## config.mk

```make
export PLATFORM = sky130hd
export DESIGN_NAME = time_counter
export DESIGN_NICKNAME = d
export VERILOG_FILES = /design/src/rtl/clock_pkg.sv /design/src/rtl/bin2bcd.sv /design/src/rtl/time_counter.sv
export SDC_FILE = /design/constraint.sdc
export NUM_CORES = 1
export LEC_CHECK = 0
export CAP_MARGIN = 20
export CORE_MARGIN = 2
export CORE_UTILIZATION = 51
export CTS_CLUSTER_SIZE = 20
export DETAILED_ROUTE_END_ITERATION = 6
export PLACE_DENSITY = 0.8
export SYNTH_ARGS = -nofsm -noshare
export SYNTH_HDL_FRONTEND = slang
export SYNTH_SLANG_ARGS = --single-unit
```

## constraint.sdc

```tcl
create_clock -name clk -period 5.2 [get_ports clk]
set_input_delay 1.04 -clock clk [delete_from_list [all_inputs] [get_ports clk]]
set_output_delay 1.04 -clock clk [all_outputs]
set_load 0.03 [all_outputs]
```

## src/rtl/clock_pkg.sv

```systemverilog
// Shared constants for the clock-digit counters: per-field moduli and BCD digit width.
// Pure declarations; no logic, no latency, no flow control.
package clock_pkg;
  localparam int SEC_MOD  = 60;
  localparam int MIN_MOD  = 60;
  localparam int HOUR_MOD = 24;
  localparam int BCD_W    = 4;
endpackage

```

## src/rtl/bin2bcd.sv

```systemverilog
// Combinational 0..99 binary to two-digit BCD split; zero latency, no backpressure.
module bin2bcd
  import clock_pkg::*;
(
  input  logic [6:0]       bin,
  output logic [BCD_W-1:0] tens,
  output logic [BCD_W-1:0] ones
);
  // Inputs never exceed 99, so both quotient and remainder fit a digit.
  assign tens = BCD_W'(bin / 7'd10);
  assign ones = BCD_W'(bin % 7'd10);
endmodule

```

## src/rtl/time_counter.sv

```systemverilog
// Modulo up/down counter with parallel load, registered BCD digits and cascade carry.
// One-cycle update latency on count/digits/load_err, combinational tc; no backpressure.
module time_counter
  import clock_pkg::*;
#(
  parameter int MODULUS = 60,
  parameter int WIDTH   = 6,
  parameter int INIT    = 0
) (
  input  logic             clk,
  input  logic             fin,
  input  logic             en,
  input  logic             up,
  input  logic             load,
  input  logic [WIDTH-1:0] din,
  output logic [WIDTH-1:0] count,
  output logic [BCD_W-1:0] tens,
  output logic [BCD_W-1:0] ones,
  output logic             tc,
  output logic             load_err
);
  if (MODULUS > 100 || MODULUS < 2 || (2 ** WIDTH) < MODULUS || INIT >= MODULUS || INIT < 0)
  begin : g_bad_params
    $error("time_counter: illegal MODULUS/WIDTH/INIT combination");
  end

  localparam logic [WIDTH-1:0] MAX_V     = WIDTH'(MODULUS - 1);
  localparam logic [WIDTH:0]   MOD_V     = (WIDTH + 1)'(MODULUS);
  localparam logic [WIDTH-1:0] INIT_V    = WIDTH'(INIT);
  localparam logic [BCD_W-1:0] INIT_TENS = BCD_W'(INIT / 10);
  localparam logic [BCD_W-1:0] INIT_ONES = BCD_W'(INIT % 10);

  logic [WIDTH-1:0] count_nxt;
  logic [BCD_W-1:0] tens_nxt;
  logic [BCD_W-1:0] ones_nxt;
  logic             err_nxt;
  logic             at_max;
  logic             at_zero;

  assign at_max  = (count == MAX_V);
  assign at_zero = (count == '0);
  assign tc      = en & ~load & ~fin & ((up & at_max) | (~up & at_zero));

  // Reset is applied in the register block, so this only covers load > en > hold.
  always_comb begin
    count_nxt = count;
    err_nxt   = 1'b0;
    if (load) begin
      if ({1'b0, din} < MOD_V) begin
        count_nxt = din;
      end else begin
        err_nxt = 1'b1;
      end
    end else if (en) begin
      if (up) begin
        count_nxt = at_max ? '0 : count + WIDTH'(1);
      end else begin
        count_nxt = at_zero ? MAX_V : count - WIDTH'(1);
      end
    end
  end

  // Digits derive from the next count so they land on the same edge as count.
  bin2bcd u_bin2bcd (
    .bin  (7'(count_nxt)),
    .tens (tens_nxt),
    .ones (ones_nxt)
  );

  always_ff @(posedge clk) begin
    if (fin) begin
      count    <= INIT_V;
      tens     <= INIT_TENS;
      ones     <= INIT_ONES;
      load_err <= 1'b0;
    end else begin
      count    <= count_nxt;
      tens     <= tens_nxt;
      ones     <= ones_nxt;
      load_err <= err_nxt;
    end
  end
endmodule

```

==> results.yml <==
status:
  status: "finished, final reports clean"
cts:
  cts_max_path_buffers: 2
  clk-insertion-delay-late_ns: 0.28
  root_buffer: "clkbuf_4"
  cts_buffers: 3
  h-tree-depth: 1
  cts.sinks: 13
  cts_tree: "yes"
  path_clk_slew_ns: 0.07
  postCtsHoldBufs: 0
grt:
  gr-usage-met3_pct: 5.83
  track_usage_pct: 25.5
  grt_pass1_vias: 1318
  grt_pass1_wl_um: 5530
  antenna_found_initial: 0
  grt_overflow: 0
  grt_max_degree: 16
  top_usage_layer: "met2"
  use_met1_pct: 28.4
  use_met2_pct: 47.4
pwr:
  vdd_drop_max_mv: 0.245
  leakage_uw: 0.000634
  p_per_area_nw_per_um2: 250
worst_setup_path:
  crit_chain: "clkdlybuf4s50_1, and4b_1, a221oi_1, a31oi_1, inv_1, ha_1, inv_1, nor4_1, a221o_1, a21o_1, a21oi_1, a21o_1, ha_1, a211o_1, a22oi_1, o32a_1, mux2_1"
  worstPathRequired_ns: 5.36
  worstPathArrival_ns: 5.16
  crit_family: "compound AO/OA/AOI/OAI gates"
  critPathLaunchType: "primary input"
  critPathBufInv: 3
  reg2reg_from: "count[0]$_SDFF_PP0_"
  endpoint_kind: "register"
  critPathKind: "primary input to register"
  r2r_end: "ones[2]$_SDFF_PP0_"
  cp_max_fo: 11
  rr_worst_depth: 18
  critPathSlowestCell: "clkdlybuf4s50_1"
  max_stage_delay_ns: 0.61
  rrSetupSlack_ns: 0.52
sta:
  worst_pin_slew_ns: 0.668
  rsz0062_at_grt: "false"
  finalSetupViolCount: 0
  relSlewSlack_pct: 55.4
  slew_viol_final: 0
  hold_violations: 0
  tns_ns: 0
  period_minus_slack_ns: 4.99
  timing.final.crit_share_pct: 96.0
  skew_ns: 0.00229
  timing.fmax_ghz: 0.200
detailed_routing:
  drc_errors: 0
  drt_pre_antenna_iters: 4
  drt-initial-drc-count: 37
  ant_nets: 0
  routed_wl_um: 3600
  num_vias: 1404
  routedWlPerCell_um: 16.5
  vias_per_cell: 6.44
yosys:
  synth.largest_area_cell: "dfxtp_1"
  synth_edf_count: 0
  synthFlopType: "dfxtp_1"
  yosys-top-cells-area: "dfxtp_1 20%, nor2_1 4.7%, ha_1 3.9%"
  synth_nets: 179
  synthCells: 164
  netlist_area_um2: 1280
  ys_ff_latch: 13
  seq_area_frac_synth_pct: 20.4
  ys_warn_count: 0
  ys_types: 58
  yosys.area.top_type_share_pct: 20.4
  avgSynthCellArea_um2: 7.80
  synthArstFlopShare_pct: 0
layout:
  nets: 204
  layout_commonest_cell: "clkdlybuf4s50_1"
  mostFrequentLayoutCells: "25 x clkdlybuf4s50_1, 16 x nor2_1, 13 x nand2_1, 13 x dfxtp_1, 10 x inv_1"
  syn2layout_area_growth_pct: 24.2
  final_util_pct: 65.3
  fill_cells: 202
  layout-drive-gt1-share_pct: 9.04
  diodes: 0
job:
  drv_cap: 0
worst_hold_path:
  hold_class: "register to register"
  holdPathStages: 4
  holdPathEnd: "count[4]$_SDFF_PP0_"
  min_from: "count[4]$_SDFF_PP0_"
floorplanning:
  initial_core_util_pct: 52.6
  die-width_um: 54.1
  core-area_um2: 2430
  die_y_um: 54.1
  io_pins: 27
  row_count: 18
  die_area_um2: 2920
place:
  port_buffers: 25
  finalWeightedCongestion: 0.968
  dp_hpwl_um: 2620
what timing repair did:
item	CTS	global route
buffers inserted	0	0
gates resized for setup	0	1
setup endpoints to repair	0	2
hold endpoints to repair	0	0
cell usage after synthesis, drive strengths merged (2+ instances only):
master  count
nand2b      3
mux2i       4
dfxtp      13
nand4b      3
mux2        3
o211a       3
o32a        2
and2        2
nand3       6
nor3        6
a21o        3
or3         2
or4b        3
buf         7
a41o        2
ha          4
clkbuf      4
nor3b       5
o21a        3
inv        10
a221oi      3
a21oi       6
a211oi      4
nor2       16
nand2      13
o21ai       6
a31oi       3
state kept, by name, indices dropped and copies added (netlist names):
name      count
count         6
load_err      1
ones          3
tens          3
metal layers:
| layer | share of wire (%) | vias up |
|---|---|---|
| li1 | - | 671 |
| met1 | 42 | 669 |
| met2 | 52 | 56 |
| met3 | 4.3 | 8 |
| met4 | 1.2 | 0 |
| met5 | 0 | - |
where the power goes:
group	switching, µW	total, µW	leakage, µW	internal, µW
combinational	117	208	0.000511	91.3
sequential	14.6	127	0.000107	113
clock	31.5	61.3	0.0000150	29.8
worst reg2reg max path, stage by stage, from the launching register on:
cell and delay [ns]:
dfxtp_1 0.60, inv_1 0.12, ha_1 0.28, nor3b_1 0.16
o311ai_1 0.48, a2111oi_2 0.17, nor2_1 0.24, inv_1 0.07
ha_1 0.22, inv_1 0.08, nor4_1 0.05, a221o_1 0.37
nand2b_1 0.25, a21o_1 0.21, ha_1 0.21, a211o_1 0.27
a22oi_1 0.19, o32a_1 0.26, mux2_1 0.34
final cells by class:
cell class                 instances  area [µm²]  area share, %
multi-input combinational        130         931           58.6
inverter                          10        37.5           2.36
timing repair buffer              31         295           18.6
tap                               30        37.5           2.36
sequential                        13         260           16.4
clock buffer                       4        26.3           1.65
worst max-delay path by stage:
| stage | startpoint | to | slack (ns) | depth (start not counted) |
|---|---|---|---|---|
| 3_3_place_gp | up | ones[2]$_SDFF_PP0_ | 0.18 | 18 |
| 6_report | en | ones[2]$_SDFF_PP0_ | 0.21 | 17 |
| 2_1_floorplan | up | ones[1]$_SDFF_PP0_ | 0.65 | 18 |
| 3_5_place_dp | up | ones[2]$_SDFF_PP0_ | -0.05 | 18 |
| 5_1_grt | en | ones[2]$_SDFF_PP0_ | 0.03 | 17 |
| 4_1_cts | up | ones[2]$_SDFF_PP0_ | 0.23 | 18 |
kinds of logic after synthesis:
kind of cell             after synthesis  share of synthesized area (%)
AO/OA/AOI/OAI                         50                           31.6
XOR/XNOR                               1                          0.685
adder cells (fa/ha/maj)                4                           3.91
buffers and inverters                 21                           7.24
flip-flops                            13                           20.4
multiplexers                           7                           5.77
other                                  1                          0.293
AND/OR/NAND/NOR                       67                           30.1
through the flow:
step	worst slack, ns	cells	power [µW]	instance area, µm²	hold slack, ns
floorplan	0.650	164	267	1280	0.913
detailed placement	-0.0478	214	333	1560	0.823
finish	0.208	218	397	1590	0.861
global route	0.0327	218	419	1590	0.909
global placement	0.180	214	327	1560	0.829
CTS	0.233	218	396	1580	0.836
No activity file was read; power rests on OpenSTA's default activity.
